### src/rtl/alu_share_arbiter_if.sv
// Request, response and ALU-side signals of the two-requester shared ALU arbiter.
// slave is the arbiter's view; master is the requesters' and ALU's side.
interface alu_share_arbiter_if #(
    parameter int OPW  = 3,
    parameter int RESW = 6
);
    logic            req0_valid;
    logic            req0_ready;
    logic [OPW-1:0]  req0_a;
    logic [OPW-1:0]  req0_b;
    logic [1:0]      req0_sel;
    logic            req1_valid;
    logic            req1_ready;
    logic [OPW-1:0]  req1_a;
    logic [OPW-1:0]  req1_b;
    logic [1:0]      req1_sel;

    logic            rsp0_valid;
    logic            rsp0_ready;
    logic [RESW-1:0] rsp0_data;
    logic            rsp0_dz;
    logic            rsp1_valid;
    logic            rsp1_ready;
    logic [RESW-1:0] rsp1_data;
    logic            rsp1_dz;

    logic [OPW-1:0]  alu_a;
    logic [OPW-1:0]  alu_b;
    logic [1:0]      alu_sel;
    logic [RESW-1:0] alu_result;
    logic            busy;

    modport slave (
        input  req0_valid, req0_a, req0_b, req0_sel,
        input  req1_valid, req1_a, req1_b, req1_sel,
        output req0_ready, req1_ready,
        output rsp0_valid, rsp0_data, rsp0_dz,
        output rsp1_valid, rsp1_data, rsp1_dz,
        input  rsp0_ready, rsp1_ready,
        output alu_a, alu_b, alu_sel, busy,
        input  alu_result
    );

    modport master (
        output req0_valid, req0_a, req0_b, req0_sel,
        output req1_valid, req1_a, req1_b, req1_sel,
        input  req0_ready, req1_ready,
        input  rsp0_valid, rsp0_data, rsp0_dz,
        input  rsp1_valid, rsp1_data, rsp1_dz,
        output rsp0_ready, rsp1_ready,
        input  alu_a, alu_b, alu_sel, busy,
        output alu_result
    );
endinterface

### src/rtl/alu_share_arbiter.sv
// Round-robin sharing of one combinational ALU between two requesters,
// one operation in flight: IDLE (grant) -> EXEC (ALU settles) -> RESP (hold result).
module alu_share_arbiter #(
    parameter int OPW  = 3,
    parameter int RESW = 6
) (
    input  logic                clk,
    input  logic                rst,
    alu_share_arbiter_if.slave  bus
);
    typedef enum logic [1:0] {
        IDLE = 2'd0,
        EXEC = 2'd1,
        RESP = 2'd2
    } state_t;

    state_t          state_reg;
    state_t          state_next;
    logic            ptr_reg;
    logic            ptr_next;
    logic            owner_reg;
    logic [OPW-1:0]  a_reg;
    logic [OPW-1:0]  b_reg;
    logic [1:0]      sel_reg;
    logic [RESW-1:0] res_reg;
    logic            dz_reg;

    logic [1:0]      req_valid;
    logic [1:0]      req_ready;
    logic [1:0]      rsp_valid;
    logic [1:0]      rsp_ready;
    logic [OPW-1:0]  req_a   [2];
    logic [OPW-1:0]  req_b   [2];
    logic [1:0]      req_sel [2];
    logic [RESW-1:0] rsp_data [2];
    logic [1:0]      rsp_dz;
    logic            grant_id;
    logic            accept;

    assign req_valid  = {bus.req1_valid, bus.req0_valid};
    assign rsp_ready  = {bus.rsp1_ready, bus.rsp0_ready};
    assign req_a[0]   = bus.req0_a;
    assign req_a[1]   = bus.req1_a;
    assign req_b[0]   = bus.req0_b;
    assign req_b[1]   = bus.req1_b;
    assign req_sel[0] = bus.req0_sel;
    assign req_sel[1] = bus.req1_sel;

    always_ff @(posedge clk or posedge rst) begin
        if (rst) begin
            state_reg <= IDLE;
        end else begin
            state_reg <= state_next;
        end
    end

    // A lone requester wins outright; the pointer only breaks ties.
    always_comb begin
        state_next = state_reg;
        ptr_next   = ptr_reg;
        grant_id   = ptr_reg;
        accept     = 1'b0;
        req_ready  = 2'b00;
        rsp_valid  = 2'b00;
        if (req_valid == 2'b01) begin
            grant_id = 1'b0;
        end else if (req_valid == 2'b10) begin
            grant_id = 1'b1;
        end
        case (state_reg)
            IDLE: begin
                if ((|req_valid) && !rst) begin
                    req_ready[grant_id] = 1'b1;
                    accept              = 1'b1;
                    state_next          = EXEC;
                end
            end
            EXEC: begin
                state_next = RESP;
            end
            RESP: begin
                rsp_valid[owner_reg] = 1'b1;
                if (rsp_ready[owner_reg]) begin
                    ptr_next   = ~owner_reg;
                    state_next = IDLE;
                end
            end
            default: begin
                state_next = IDLE;
            end
        endcase
    end

    // Operands are copied on accept so requesters may change theirs afterwards.
    always_ff @(posedge clk or posedge rst) begin
        if (rst) begin
            ptr_reg   <= 1'b0;
            owner_reg <= 1'b0;
            a_reg     <= '0;
            b_reg     <= '0;
            sel_reg   <= 2'b00;
            res_reg   <= '0;
            dz_reg    <= 1'b0;
        end else begin
            ptr_reg <= ptr_next;
            if (accept) begin
                owner_reg <= grant_id;
                a_reg     <= req_a[grant_id];
                b_reg     <= req_b[grant_id];
                sel_reg   <= req_sel[grant_id];
            end
            if (state_reg == EXEC) begin
                res_reg <= bus.alu_result;
                dz_reg  <= (sel_reg == 2'b11) && (b_reg == '0);
            end
        end
    end

    // Non-owner response lanes read as zero.
    genvar gi;
    generate
        for (gi = 0; gi < 2; gi++) begin : g_rsp
            assign rsp_data[gi] = rsp_valid[gi] ? res_reg : '0;
            assign rsp_dz[gi]   = rsp_valid[gi] & dz_reg;
        end
    endgenerate

    assign bus.req0_ready = req_ready[0];
    assign bus.req1_ready = req_ready[1];
    assign bus.rsp0_valid = rsp_valid[0];
    assign bus.rsp1_valid = rsp_valid[1];
    assign bus.rsp0_data  = rsp_data[0];
    assign bus.rsp1_data  = rsp_data[1];
    assign bus.rsp0_dz    = rsp_dz[0];
    assign bus.rsp1_dz    = rsp_dz[1];
    assign bus.alu_a      = a_reg;
    assign bus.alu_b      = b_reg;
    assign bus.alu_sel    = sel_reg;
    assign bus.busy       = (state_reg != IDLE);
endmodule
### src/flat_wrapper.sv
// flat-port wrapper written by rule: the top's interface ports become plain ports
module alu_share_arbiter_flat 
#(
    parameter int OPW  = 3,
    parameter int RESW = 6
)
  (clk, rst, bus_req0_valid, bus_req0_a, bus_req0_b, bus_req0_sel, bus_req1_valid, bus_req1_a, bus_req1_b, bus_req1_sel, bus_req0_ready, bus_req1_ready, bus_rsp0_valid, bus_rsp0_data, bus_rsp0_dz, bus_rsp1_valid, bus_rsp1_data, bus_rsp1_dz, bus_rsp0_ready, bus_rsp1_ready, bus_alu_a, bus_alu_b, bus_alu_sel, bus_busy, bus_alu_result);
  alu_share_arbiter_if #(.OPW(OPW), .RESW(RESW)) bus_i ();
  input  logic clk;
  input  logic rst;
  input wire logic [$bits(bus_i.req0_valid)-1:0] bus_req0_valid;
  input wire logic [$bits(bus_i.req0_a)-1:0] bus_req0_a;
  input wire logic [$bits(bus_i.req0_b)-1:0] bus_req0_b;
  input wire logic [$bits(bus_i.req0_sel)-1:0] bus_req0_sel;
  input wire logic [$bits(bus_i.req1_valid)-1:0] bus_req1_valid;
  input wire logic [$bits(bus_i.req1_a)-1:0] bus_req1_a;
  input wire logic [$bits(bus_i.req1_b)-1:0] bus_req1_b;
  input wire logic [$bits(bus_i.req1_sel)-1:0] bus_req1_sel;
  output wire logic [$bits(bus_i.req0_ready)-1:0] bus_req0_ready;
  output wire logic [$bits(bus_i.req1_ready)-1:0] bus_req1_ready;
  output wire logic [$bits(bus_i.rsp0_valid)-1:0] bus_rsp0_valid;
  output wire logic [$bits(bus_i.rsp0_data)-1:0] bus_rsp0_data;
  output wire logic [$bits(bus_i.rsp0_dz)-1:0] bus_rsp0_dz;
  output wire logic [$bits(bus_i.rsp1_valid)-1:0] bus_rsp1_valid;
  output wire logic [$bits(bus_i.rsp1_data)-1:0] bus_rsp1_data;
  output wire logic [$bits(bus_i.rsp1_dz)-1:0] bus_rsp1_dz;
  input wire logic [$bits(bus_i.rsp0_ready)-1:0] bus_rsp0_ready;
  input wire logic [$bits(bus_i.rsp1_ready)-1:0] bus_rsp1_ready;
  output wire logic [$bits(bus_i.alu_a)-1:0] bus_alu_a;
  output wire logic [$bits(bus_i.alu_b)-1:0] bus_alu_b;
  output wire logic [$bits(bus_i.alu_sel)-1:0] bus_alu_sel;
  output wire logic [$bits(bus_i.busy)-1:0] bus_busy;
  input wire logic [$bits(bus_i.alu_result)-1:0] bus_alu_result;
  assign bus_i.req0_valid = bus_req0_valid;
  assign bus_i.req0_a = bus_req0_a;
  assign bus_i.req0_b = bus_req0_b;
  assign bus_i.req0_sel = bus_req0_sel;
  assign bus_i.req1_valid = bus_req1_valid;
  assign bus_i.req1_a = bus_req1_a;
  assign bus_i.req1_b = bus_req1_b;
  assign bus_i.req1_sel = bus_req1_sel;
  assign bus_req0_ready = bus_i.req0_ready;
  assign bus_req1_ready = bus_i.req1_ready;
  assign bus_rsp0_valid = bus_i.rsp0_valid;
  assign bus_rsp0_data = bus_i.rsp0_data;
  assign bus_rsp0_dz = bus_i.rsp0_dz;
  assign bus_rsp1_valid = bus_i.rsp1_valid;
  assign bus_rsp1_data = bus_i.rsp1_data;
  assign bus_rsp1_dz = bus_i.rsp1_dz;
  assign bus_i.rsp0_ready = bus_rsp0_ready;
  assign bus_i.rsp1_ready = bus_rsp1_ready;
  assign bus_alu_a = bus_i.alu_a;
  assign bus_alu_b = bus_i.alu_b;
  assign bus_alu_sel = bus_i.alu_sel;
  assign bus_busy = bus_i.busy;
  assign bus_i.alu_result = bus_alu_result;
  alu_share_arbiter #(.OPW(OPW), .RESW(RESW)) u_core (.clk(clk), .rst(rst), .bus(bus_i));
endmodule
### config.mk
export PLATFORM = sky130hd
export DESIGN_NAME = alu_share_arbiter_flat
export DESIGN_NICKNAME = d
export VERILOG_FILES = /design/src/rtl/alu_share_arbiter_if.sv /design/src/rtl/alu_share_arbiter.sv /design/src/flat_wrapper.sv
export SDC_FILE = /design/constraint.sdc
export NUM_CORES = 1
export LEC_CHECK = 0
export CORE_MARGIN = 2
export CORE_UTILIZATION = 40
export DETAILED_ROUTE_END_ITERATION = 8
export PLACE_DENSITY = 0.91
export SLEW_MARGIN = 20
export SYNTH_ARGS = -nofsm -noshare
export SYNTH_HDL_FRONTEND = slang
export SYNTH_SLANG_ARGS = --single-unit
### constraint.sdc
create_clock -name clk -period 2.4 [get_ports clk]
set_input_delay 0.48 -clock clk [delete_from_list [all_inputs] [get_ports clk]]
set_output_delay 0.48 -clock clk [all_outputs]
set_load 0.01 [all_outputs]
Yosys cells after proc, flatten, opt, wreduce, memory -nomap -nowiden
Index checks and enable logic that the tools add are counted.
{ "classes": {"addsub": 0, "muxes": 27, "reduce_logical": 11, "n_bitwise": 4, "shift": 0, "div": 0, "order_cmp": 5, "multipliers": 0, "eq_ne": 7} }
{ "ops": {"columns": ["op", "count"], "rows": [
  ["$mux W3", 6],
  ["$mux W2", 8],
  ["$mux W6", 2],
  ["$mux W1", 8],
  ["$eq A2 B2 Y1 const B", 3],
  ["$pmux W2 S3", 1],
  ["$eq A2 B1 Y1 const B", 2],
  ["$logic_and A1 B1 Y1", 4],
  ["$lt A1 B2 Y1 const B", 2],
  ["$ne A2 B1 Y1 const B", 2],
  ["$reduce_and A2 Y1", 2],
  ["$logic_not A3 Y1", 1],
  ["$and A1 B1 Y1", 2],
  ["$demux W1 S1", 2],
  ["$ge A1 B1 Y1 const B", 2],
  ["$ge A2 B2 Y1 const B", 1],
  ["$logic_not A2 Y1", 1],
  ["$not A1 Y2", 1],
  ["$reduce_bool A2 Y1", 1],
  ["$reduce_or A2 Y1", 1],
  ["$logic_not A1 Y1", 1],
  ["$not A1 Y1", 1]
]} }
{ "totals": {"out_inout_bits": 27, "regBits": 19, "n_memories": 0, "latch_bits": 0, "rom_bits": 0, "inputBits": 28, "word_cells": 62, "mem_bits_rw": 0} }

Logic depth before layout (Yosys ltp)
Gate-level depths: netlist of run 1.
{ "depth": {"ltp_word": 9, "mapped_depth": 5, "depth_no_buf": 4} }

Worst setup path after synthesis of run 1
No wires, ideal clock.
{ "synth_path": {"kind": "in2out", "startpoint": "input port bus_req0_valid", "endpoint": "output port bus_req1_ready", "path_slack_ns": 0.781, "t_required_ns": 1.920, "stages": 4, "path_buffers": 1, "t_arrival_ns": 1.139, "path_cell_list": "inv_1 -> maj3_2 -> buf_6 -> and2_1"} }
{ "synth_via": {"elab_chain_len": 9, "elab_cells_between_ends": 13, "classes_between": "2 x order compare; 2 x eq/ne; 6 x mux; 3 x reduce/logical"} }
{ "synth_rtl": {"columns": ["item", "line", "rtl"], "rows": [
  ["start, declared", "flat_wrapper.sv:11", "input wire logic [$bits(bus_i.req0_valid)-1:0] bus_req0_valid;"],
  ["$eq A2 B2 Y1", "alu_share_arbiter.sv:67", "end else if (req_valid == 2'b10) begin"],
  ["$mux W1", "alu_share_arbiter.sv:67", null],
  ["$mux W1", "alu_share_arbiter.sv:65", "if (req_valid == 2'b01) begin"],
  ["$lt A1 B2 Y1 (implied by the code) / $ge A1 B1 Y1 (equally long branches)", "alu_share_arbiter.sv:73", "req_ready[grant_id] = 1'b1;"],
  ["$logic_and A1 B1 Y1 (implied by the code)", "alu_share_arbiter.sv:73", null],
  ["$mux W1 (implied by the code)", "alu_share_arbiter.sv:73", null],
  ["$demux W1 S1", null, null],
  ["$mux W2 *", "alu_share_arbiter.sv:72", "if ((|req_valid) && !rst) begin"],
  ["$mux W2 *", "alu_share_arbiter.sv:70", "case (state_reg)"],
  ["end, declared", "flat_wrapper.sv:20", "output wire logic [$bits(bus_i.req1_ready)-1:0] bus_req1_ready;"]
]} }
Every way passes the cells marked *; elsewhere a longest branch is shown, timed or not.

Worst setup path in the final report of run 1
{ "layout_path": {"startpoint": "register u_core.state_reg[0]", "endpoint": "output port bus_rsp0_data[3]"} }
{ "layout_via": {"elab_chain_len": 3} }
{ "layout_rtl": {"columns": ["item", "line", "rtl"], "rows": [
  ["start, declared", "alu_share_arbiter.sv:17", "state_t state_reg;"],
  ["start signal, assigned", "alu_share_arbiter.sv:53", "state_reg <= state_next;"],
  ["$eq A2 B2 Y1", "alu_share_arbiter.sv:70", null],
  ["$mux W2", "alu_share_arbiter.sv:70", null],
  ["$mux W6", "alu_share_arbiter.sv:123", "assign rsp_data[gi] = rsp_valid[gi] ? res_reg : '0;"],
  ["end, declared", "flat_wrapper.sv:22", "output wire logic [$bits(bus_i.rsp0_data)-1:0] bus_rsp0_data;"]
]} }
Every way passes these cells.

==> metrics, run 1 <==
status=complete, no violations; Largest delay share family, worst path=buffers and inverters; Worst Path Max Fanout=5; kind of critical path=reg -> out; max reg flops=6; worst reg2reg path depth=5; final period utilization=96.88%; Seq cells post-synth=19; largest net degree at the start of global routing=20; fin cells=179; Vias/cell=4.911; most frequent cells in the layout=51 x clkdlybuf4s50_1, 19 x dfrtp_1, 15 x and2_1; antenna violations before repair=0; HPWL Detailed=2.092 mm; hold buffer count at cts=0; share of cells above drive strength 1=12.58%; die footprint=0.002831 mm²; Nets=180; drc violations=0; syn nets=118; Worst R2R Setup Slack=1.00 ns; Final setup violation count=0; sequential area share after synthesis=49.10%; Mapped Cells=90; Iter 0 DRT Violations=9; TritonRoute pass-1 iters=4; worst setup path startpoint=u_core.state_reg[0]$_DFFE_PP0P_; Comb pwr share=52.6%; first-pass GRT wire length=4.160 mm; wire length per cell=14.76 µm; slowest cell on the critical path=clkdlybuf4s50_1; Fin. Hold Viols=0; Met3 Routed Length=147 µm; Core Region=0.002255 mm²; worst hold slack=0.5254 ns; Period minus WS final=2.325 ns; initial core utilization=42.95%; fin util=71.14%; area growth from synthesis to layout=65.63%; worst hold path class=reg -> reg; Worst EP required=1.92 ns; worst-margin pin slew=0.7178 ns; CP max stage delay=0.56 ns; CTS tree=done; vias in the first global route=888; clock sink total=19; Final Wtd Congestion=0.7624; Die X=53.21 µm; CP bufs+invs=2; Worst setup EP type=output port; Seq pwr share=37.2%; static leakage=0.7071 nW; M1 WL=1.020 mm; worst reg2reg path startpoint=u_core.state_reg[1]$_DFFE_PP0P_; Ys Warns=0; final worst setup slack=0.07477 ns; DP Worst Slack=-0.1204 ns; DRT antenna net count=0; GRT Overall Usage=20.62%; RSZ-0062 raised after global routing=no; Post-Syn Area per Cell=10.76 µm²; clock network power share=10.2%; worst hold path depth=1; CTS Root Cell=clkbuf_4; commonest non-fill, non-tap cell in the layout=clkdlybuf4s50_1; hold worst-path end=u_core.ptr_reg$_DFFE_PP0P_; Top Layer Used=met4; Slew headroom=52.09%; total of max-cap violations=0; n_diodes=0; placed cells=172; pwr dens=976.9 mW/mm²; gr ovfl total=0; DRT Wirelength=2.642 mm; Core Rows=17; Net Sw Power=0.0005621 W; io pins=55; CP cell instances=nand2b_4, nor2_4, buf_4, and2_1, clkdlybuf4s50_1; post-synthesis cell type count=21; maximum clock rate=0.4301 GHz; CTS Buf Count=3; total power=0.001567 W; reg2reg end=u_core.bus.alu_sel[0]$_DFFE_PP0P_; Post-Syn Area=968.4 µm²; port buffer count=54; worst clock skew=0.001650 ns; hold path startpoint=u_core.ptr_reg$_DFFE_PP0P_; Slew Limit Fails=0; WL met2=1.428 mm; Worst setup SP type=flip-flop; VDD IR max=0.6328 mV; Worst-Skew Late Latency=0.29 ns; WP data arrival=1.85 ns; H-tree levels=1; DR vias=879; clk buf depth=2; DIE HEIGHT=53.21 µm; Sw Ratio=35.87%; Int Power=0.001005 W; Worst-path clk slew=0.11 ns
[worst max-delay path by stage]
stage                       endpoint  cells after the start
finish              bus_rsp0_data[3]                      5
detailed placement    bus_req0_ready                      5
floorplan             bus_req1_ready                      4
global placement      bus_req0_ready                      5
global route        bus_rsp0_data[3]                      5
CTS                      bus_rsp0_dz                      4
[repair_timing]
item | CTS | global route
pin swaps | 0 | 1
gates resized for setup | 4 | 3
setup endpoints to repair | 5 | 14
setup buffers | 0 | 3
[cell families after synthesis]
| logic type | Yosys count | synth area share [%] |
|---|---|---|
| AOI/OAI and AO/OA | 11 | 6.073 |
| adders and majority gates | 1 | 1.163 |
| buffers and inverters | 7 | 4.780 |
| DFF | 19 | 49.10 |
| muxes | 15 | 16.41 |
| and+or+nand+nor | 37 | 22.48 |
[layer usage]
metal  global-route usage, %  up-vias
met4                   10.26        0
met3                   3.107        4
li1                        -      423
met5                       0        -
met2                   36.83       31
met1                   23.52      421
[final cells by class]
type | count | area (µm²)
Inverter | 3 | 11.26
Clock buffer | 3 | 22.52
Timing Repair Buffer | 61 | 590.6
Clock inverter | 1 | 5.005
Fill cell | 183 | 650.6
Multi-Input combinational cell | 64 | 464.2
Sequential cell | 19 | 475.5
Tap cell | 28 | 35.03
[per-stage QoR]
stage / setup TNS (ns) / cell area [µm²]
floorplan: 0 / 968.4
global placement: -0.1693 / 1539
detailed placement: -0.2056 / 1539
CTS: 0 / 1574
global route: 0 / 1604
finish: 0 / 1604
[power by group through the flow]
stage	clock, W	sequential [W]	combinational [W]
after detailed placement	0	0.000580	0.000792
after CTS	0.000166	0.000576	0.000803
after floorplan	0	0.000585	0.000389
final	0.000159	0.000584	0.000824
after global routing	0.000181	0.000604	0.000895
after global placement	0	0.000566	0.000770
[synthesized netlist by cell type]
cell type	number	area (µm²)
and2_1	15	93.84
or2_4	1	8.760
nand2_1	3	11.26
nor3_4	1	16.27
inv_2	1	3.750
mux2_1	7	78.83
dfrtp_1	19	475.5
a21oi_1	8	40.04
a22o_1	1	8.760
nand2b_1	2	12.51
or4_1	1	7.510
maj3_2	1	11.26
buf_4	1	7.510
mux2i_1	8	80.08
buf_6	2	22.52
nor2_2	2	12.51
nor2b_4	1	13.76
buf_2	1	5.000
nor2_1	11	41.29
o21ai_1	2	10.01
inv_1	2	7.510
[worst reg2reg max path: stages, from the launching register on]
cell and delay, ns:
dfrtp_1 0.44, or2_4 0.27, nor3_4 0.20, buf_4 0.25, nor2_1 0.06, a21oi_1 0.12
Power figures use the tool's default switching activity.
==> inputs of run 2 (changes only) <==
--- a/config.mk
+++ b/config.mk
@@ -5,10 +5,11 @@
 export SDC_FILE = /design/constraint.sdc
 export NUM_CORES = 1
 export LEC_CHECK = 0
+export ABC_AREA = 1
 export CORE_MARGIN = 2
-export CORE_UTILIZATION = 40
+export CORE_UTILIZATION = 36
 export DETAILED_ROUTE_END_ITERATION = 8
-export PLACE_DENSITY = 0.91
+export PLACE_DENSITY = 0.83
 export SLEW_MARGIN = 20
 export SYNTH_ARGS = -nofsm -noshare
 export SYNTH_HDL_FRONTEND = slang
==> run 2 against run 1 <==
Die area up 16%. Flip-flop and latch count is the same. Synthesized area is 5.3% higher. Critical endpoint is now bus_rsp0_data[5].
==> metrics, run 2 <==
status=complete, no violations; Slew headroom=80.36% (+28 points); Core Rows=19 (+2); worst hold path class=reg -> reg; HPWL Detailed=1.840 mm (-12%); fin util=61.28% (-9.9 points); Post-synth EDFFs=0 (unchanged); reg2reg end=u_core.bus.alu_b[0]$_DFFE_PP0P_; total of max-cap violations=0 (unchanged); commonest non-fill, non-tap cell in the layout=clkdlybuf4s50_1; Placed Area=0.001633 mm² (+6.1%); main combinational cell family by area after synthesis=simple AND/OR/NAND/NOR gates; Adder-Cell Fraction of Synth Area=0% (-1.2 points); synth cell count leaders=51 x nand2_1, 19 x dfrtp_1, 15 x inv_1; CP bufs+invs=2 (unchanged); Mapped Cells=137 (+52%); Die X=57.22 µm (+7.5%); CTS Root Cell=clkbuf_4; Post-Synth Simple-Gate Area=37.79% (+15 points); pwr dens=931.2 mW/mm² (-4.7%); VDD IR max=0.6452 mV (+2.0%); GRT Overall Usage=15.63% (-5.0 points); CTS tree=done; worst hold path depth=2 (+1); DIE HEIGHT=57.22 µm (+7.5%); Core Region=0.002734 mm² (+21%); Synth area leaders=dfrtp_1 47%, nand2_1 19%, inv_1 5.5%, nor2_2 4.9%, nand3_1 3.9%; Ys Warns=0 (unchanged); WP data arrival=1.77 ns (-0.08 ns); wire length per cell=10.15 µm (-31%); largest net degree at the start of global routing=20 (unchanged); first-pass GRT wire length=4.105 mm (-1.3%); initial core utilization=37.30% (-5.7 points); Worst-Skew Late Latency=0.29 ns (about the same); most frequent cells in the layout=52 x clkdlybuf4s50_1, 51 x nand2_1, 19 x dfrtp_1; Worst EP required=1.92 ns (about the same); CTS Buf Count=3 (unchanged); antenna violations before repair=0 (unchanged); Fin. Hold Viols=0 (unchanged); worst hold slack=0.4939 ns (-0.03148 ns); sequential area share after synthesis=46.63% (-2.5 points); Nets=231 (+28%); syn nets=165 (+40%); Worst Path Max Fanout=8 (+3); post-synthesis cell type with the largest combined area=dfrtp_1; asr flop ratio synth=100.0% (unchanged); Vias/cell=4.455 (-9.3%); worst-margin pin slew=0.2939 ns (-0.4239 ns); worst clock skew=0.0009063 ns (-0.0007438 ns); area growth from synthesis to layout=64.29%; fin area=0.001675 mm² (+4.4%); DR vias=1,038 (+18%); Seq cells post-synth=19 (unchanged); port buffer count=54 (unchanged); post-synthesis cell type count=16 (-24%); die footprint=0.003274 mm² (+16%); clock sink total=19 (unchanged); Worst setup EP type=output port; Compound-Gate Fraction of Synth Area=6.380% (+0.31 points); H-tree levels=1 (unchanged); Period minus WS final=2.252 ns (-0.07339 ns); CP max stage delay=0.55 ns (about the same); Worst R2R Setup Slack=1.15 ns (+0.15 ns); vias in the first global route=955 (+7.5%); n_diodes=0 (unchanged); top cell type's share of synthesized area=46.63% (-2.5 points); top-count cell post-synth=nand2_1; total power=0.001560 W (-0.45%); Setup TNS=0 ns (unchanged); drc violations=0 (unchanged); maximum clock rate=0.4441 GHz (+3.3%); TritonRoute pass-1 iters=4 (unchanged); Largest delay share family, worst path=buffers and inverters; static leakage=0.8218 nW (+16%); mux share of post-synthesis cell area=0% (-16 points); io pins=55 (unchanged); Slew Limit Fails=0 (unchanged); hold path startpoint=u_core.bus.alu_a[2]$_DFFE_PP0P_; Final setup violation count=0 (unchanged); Post-Syn Area per Cell=7.443 µm² (-31%); Final Wtd Congestion=0.7326 (-3.9%); Post-Syn Area=0.001020 mm² (+5.3%); hold worst-path end=u_core.bus.alu_a[2]$_DFFE_PP0P_; share of cells above drive strength 1=16.34% (+3.8 points); final period utilization=93.83% (-3.1 points); clk buf depth=2 (unchanged); xor and xnor area share after synthesis=0% (unchanged); hold buffer count at cts=0 (unchanged); gr ovfl total=0 (unchanged); worst reg2reg path startpoint=u_core.state_reg[1]$_DFFE_PP0P_; Worst-path clk slew=0.10 ns (about the same); Iter 0 DRT Violations=29 (+20); DRT Wirelength=2.364 mm (-11%); Worst setup SP type=flip-flop; CP cell instances=inv_2, nor2_4, nand2_1, nor2_1, clkdlybuf4s50_1; RSZ-0062 raised after global routing=no; slowest cell on the critical path=clkdlybuf4s50_1; kind of critical path=reg -> out; max reg flops=6 (unchanged); DRT antenna net count=0 (unchanged); Synth Flop Type=dfrtp_1; worst reg2reg path depth=8 (+3)
run 2: power by group:
group          internal, W  switching (W)  total [W]
Sequential        0.000462      0.0000793   0.000542
Combinational     0.000422       0.000438   0.000860
Clock            0.0000645      0.0000938   0.000158
run 2: stage by stage:
| stage | instances | setup WS [ns] |
|---|---|---|
| CTS | 233 | 0.03462 |
| global route | 233 | 0.003290 |
| finish | 233 | 0.1482 |
| floorplan | 137 | 0.3701 |
| global placement | 227 | 0.004288 |
| detailed placement | 227 | -0.01712 |
run 2: how the worst max path moves through the flow:
| stage | start | endpoint | slack [ns] | cells past startpoint |
|---|---|---|---|---|
| global placement | rst | bus_req0_ready | 0.004 | 7 |
| detailed placement | bus_req1_valid | bus_req0_ready | -0.02 | 6 |
| CTS | bus_req1_valid | bus_req1_ready | 0.03 | 6 |
| floorplan | rst | bus_req0_ready | 0.37 | 5 |
| global route | u_core.state_reg[1]$_DFFE_PP0P_ | bus_rsp0_data[1] | 0.003 | 5 |
| finish | u_core.state_reg[1]$_DFFE_PP0P_ | bus_rsp0_data[5] | 0.15 | 5 |
run 2: cell families (layout without fill, tap and decap cells):
kind of cell / after synthesis / count (layout)
buffers and inverters: 22 / 87
AOI/OAI and AO/OA: 12 / 12
DFF: 19 / 19
and+or+nand+nor: 84 / 84
run 2: what timing repair did:
action / 4_1_cts / 5_1_grt
buffers inserted: 2 / 0
resized for setup: 1 / 1
pin swaps: 1 / 0
endpoints found under the hold margin: 0 / 0
setup endpoints to repair: 2 / 1
run 2: area by class of cell:
class                           count  area (µm²)
Tap cell                           31       38.79
Timing Repair Buffer               63       609.3
Multi-Input combinational cell     96       450.4
Inverter                           20       75.07
Clock buffer                        4       26.28
Fill cell                         245        1059
Sequential cell                    19       475.5
run 2: routing by layer:
layer	part of all wire (%)	track usage, %	vias to the layer above
met3	6.0	2.948	4
met4	1.1	3.987	0
met2	47	26.44	44
met5	0	0	-
li1	-	-	545
met1	46	20.69	445
run 2: worst reg2reg max path, stage by stage, from the launching register on:
cell	delay (ns)
dfrtp_1	0.42
inv_2	0.07
nand2_2	0.09
nor2_2	0.04
buf_4	0.14
buf_4	0.13
buf_4	0.16
nand2_1	0.07
nand2_1	0.05
==> inputs of run 3 (changes only) <==
--- a/config.mk
+++ b/config.mk
@@ -6,10 +6,11 @@
 export NUM_CORES = 1
 export LEC_CHECK = 0
 export ABC_AREA = 1
-export CORE_MARGIN = 2
-export CORE_UTILIZATION = 36
+export CAP_MARGIN = 30
+export CORE_MARGIN = 5
+export CORE_UTILIZATION = 41
 export DETAILED_ROUTE_END_ITERATION = 8
-export PLACE_DENSITY = 0.83
+export PLACE_DENSITY = 0.92
 export SLEW_MARGIN = 20
 export SYNTH_ARGS = -nofsm -noshare
 export SYNTH_HDL_FRONTEND = slang
==> run 3 against run 2 <==
Combinational power up 5.7%. Sequential power is 1% higher. Worst hold slack improved by 0.0088 ns. Fmax down 3.1%. Die area up 9.5%.
==> metrics, run 3 (same netlist as run 2, synthesis figures left out) <==
status=complete, no violations; H-tree levels=1 (unchanged); CTS Root Cell=clkbuf_4; wire length per cell=12.71 µm (+25%); drc violations=0 (unchanged); DRT antenna net count=0 (unchanged); Placed Area=0.001632 mm² (about the same); pwr dens=953.0 mW/mm² (+2.3%); CTS tree=done; Slew Limit Fails=0 (unchanged); largest net degree at the start of global routing=20 (unchanged); CP bufs+invs=5 (+3); clock sink total=19 (unchanged); worst hold path depth=2 (unchanged); antenna violations before repair=0 (unchanged); die footprint=0.003584 mm² (+9.5%); Largest delay share family, worst path=buffers and inverters; # fillers=190 (-22%); Worst-Skew Late Latency=0.30 ns (about the same); HPWL Detailed=2.344 mm (+27%); total of max-cap violations=0 (unchanged); WP data arrival=1.84 ns (+0.07 ns); final period utilization=96.86% (+3.0 points); vias in the first global route=1,165 (+22%); max reg flops=6 (unchanged); static leakage=0.8385 nW (+2.0%); Slew headroom=79.23% (-1.1 points); GRT Overall Usage=18.79% (+3.2 points); worst-margin pin slew=0.3108 ns (+0.01684 ns); Setup TNS=0 ns (unchanged); maximum clock rate=0.4302 GHz (-3.1%); area growth from synthesis to layout=66.75%; Worst setup EP type=output port; Worst setup SP type=input port; clk buf depth=2 (unchanged); TritonRoute pass-1 iters=4 (unchanged); io pins=55 (unchanged); Final setup violation count=0 (unchanged); fin area=0.001700 mm² (+1.5%); Core Rows=18 (-1); CP cell instances=clkdlybuf4s50_1, o21ai_2, nor2_2, buf_4, buf_4, nand2_1, inv_1, dlygate4sd2_1; kind of critical path=in -> out; DR vias=1,138 (+9.6%); gr ovfl total=0 (unchanged); Nets=234 (+1.3%); port buffer count=54 (unchanged); CTS Buf Count=3 (unchanged); Worst Path Max Fanout=3 (-5); Vias/cell=4.843 (+8.7%); first-pass GRT wire length=4.947 mm (+21%); Final Wtd Congestion=0.8073 (+10%); DIE HEIGHT=59.87 µm (+4.6%); Iter 0 DRT Violations=30 (+3.4%); CP most frequent cell=buf_4; slowest cell on the critical path=clkdlybuf4s50_1; worst hold path class=reg -> reg; Fin. Hold Viols=0 (unchanged); worst clock skew=0.005728 ns (+0.004822 ns); Worst-path clk slew=0.10 ns (about the same); n_diodes=0 (unchanged); DRT Wirelength=2.987 mm (+26%); share of cells above drive strength 1=18.05% (+1.7 points); critical path depth=8 (+3); Core Region=0.002432 mm² (-11%); Period minus WS final=2.325 ns (+0.07276 ns); Die X=59.87 µm (+4.6%); commonest non-fill, non-tap cell in the layout=clkdlybuf4s50_1; worst reg2reg path depth=10 (+2); hold buffer count at cts=0 (unchanged); VDD IR max=0.5050 mV (-22%); most frequent cells in the layout=52 x clkdlybuf4s50_1, 51 x nand2_1, 19 x dfrtp_1; CP max stage delay=0.47 ns (-0.08 ns); Worst EP required=1.92 ns (about the same); initial core utilization=41.92% (+4.6 points)
-- run 3: cell types whose count changed in the layout (fill, tap and decap cells not counted), sizes merged --
| cell | delta |
|---|---|
| buf | +3 |
-- run 3: per-layer routing --
metal / track usage (%) / up-vias / share of wire, %
met4: 11.39 / 0 / 2.9
met5: 0 / - / 0
met1: 20.27 / 510 / 36
met2: 33.49 / 66 / 50
li1: - / 555 / -
met3: 3.456 / 7 / 10
-- run 3: final timing paths --
check,startpoint,endpoint,slack [ns]
worst max-delay path,bus_req1_valid,bus_req1_ready,0.08
min in group asynchronous,rst,u_core.state_reg[0]$_DFFE_PP0P_,0.58
max in group asynchronous,rst,u_core.res_reg[3]$_DFFE_PP0N_,1.62
worst min-delay path,u_core.bus.alu_a[0]$_DFFE_PP0P_,u_core.bus.alu_a[0]$_DFFE_PP0P_,0.50
worst min register to register,u_core.bus.alu_a[0]$_DFFE_PP0P_,u_core.bus.alu_a[0]$_DFFE_PP0P_,0.50
worst max register to register,u_core.state_reg[1]$_DFFE_PP0P_,u_core.bus.alu_a[2]$_DFFE_PP0P_,0.88
-- run 3: cell type report --
class	count	area [µm²]	share of cell area (%)
flip-flops and latches	19	475.5	27.96
inverters	20	75.07	4.415
multi-input cells	96	454.2	26.71
well taps	30	37.54	2.208
repair buffers	66	631.9	37.16
clock buffers	4	26.28	1.545
-- run 3: worst register-to-register path, cell delays in order, from the launching register on --
cell	delay (ns)
dfrtp_1	0.41
inv_2	0.07
nand2_2	0.09
nor2_2	0.05
buf_4	0.12
buf_4	0.13
buf_4	0.14
buf_4	0.12
buf_4	0.15
nand2_1	0.07
nand2_1	0.06
-- run 3: timing repair --
| action | in CTS | in global routing |
|---|---|---|
| cloned | 0 | 0 |
| endpoints found under the setup margin | 2 | 2 |
| setup buffers | 4 | 1 |
| pin swaps | 1 | 1 |
| resized for setup | 1 | 3 |
-- run 3: metrics by stage --
stage	util, %	cells	power [W]	hold slack (ns)	setup slack [ns]
after floorplan	-	137	0.001009	0.4371	0.3701
after global placement	67.08	226	0.001384	0.4670	-0.002301
after detailed placement	67.08	226	0.001430	0.4812	-0.06308
after CTS	69.34	234	0.001614	0.5074	0.01206
after global routing	69.91	235	0.001739	0.5462	-0.01134
final	69.91	235	0.001620	0.5027	0.07539
-- run 3: where the power goes --
part	leakage [nW]	switching (W)	internal (W)
Clock	0.0150	0.0000964	0.0000649
Sequential	0.237	0.0000876	0.000463
Combinational	0.586	0.000471	0.000438
Total	0.839	0.000655	0.000965
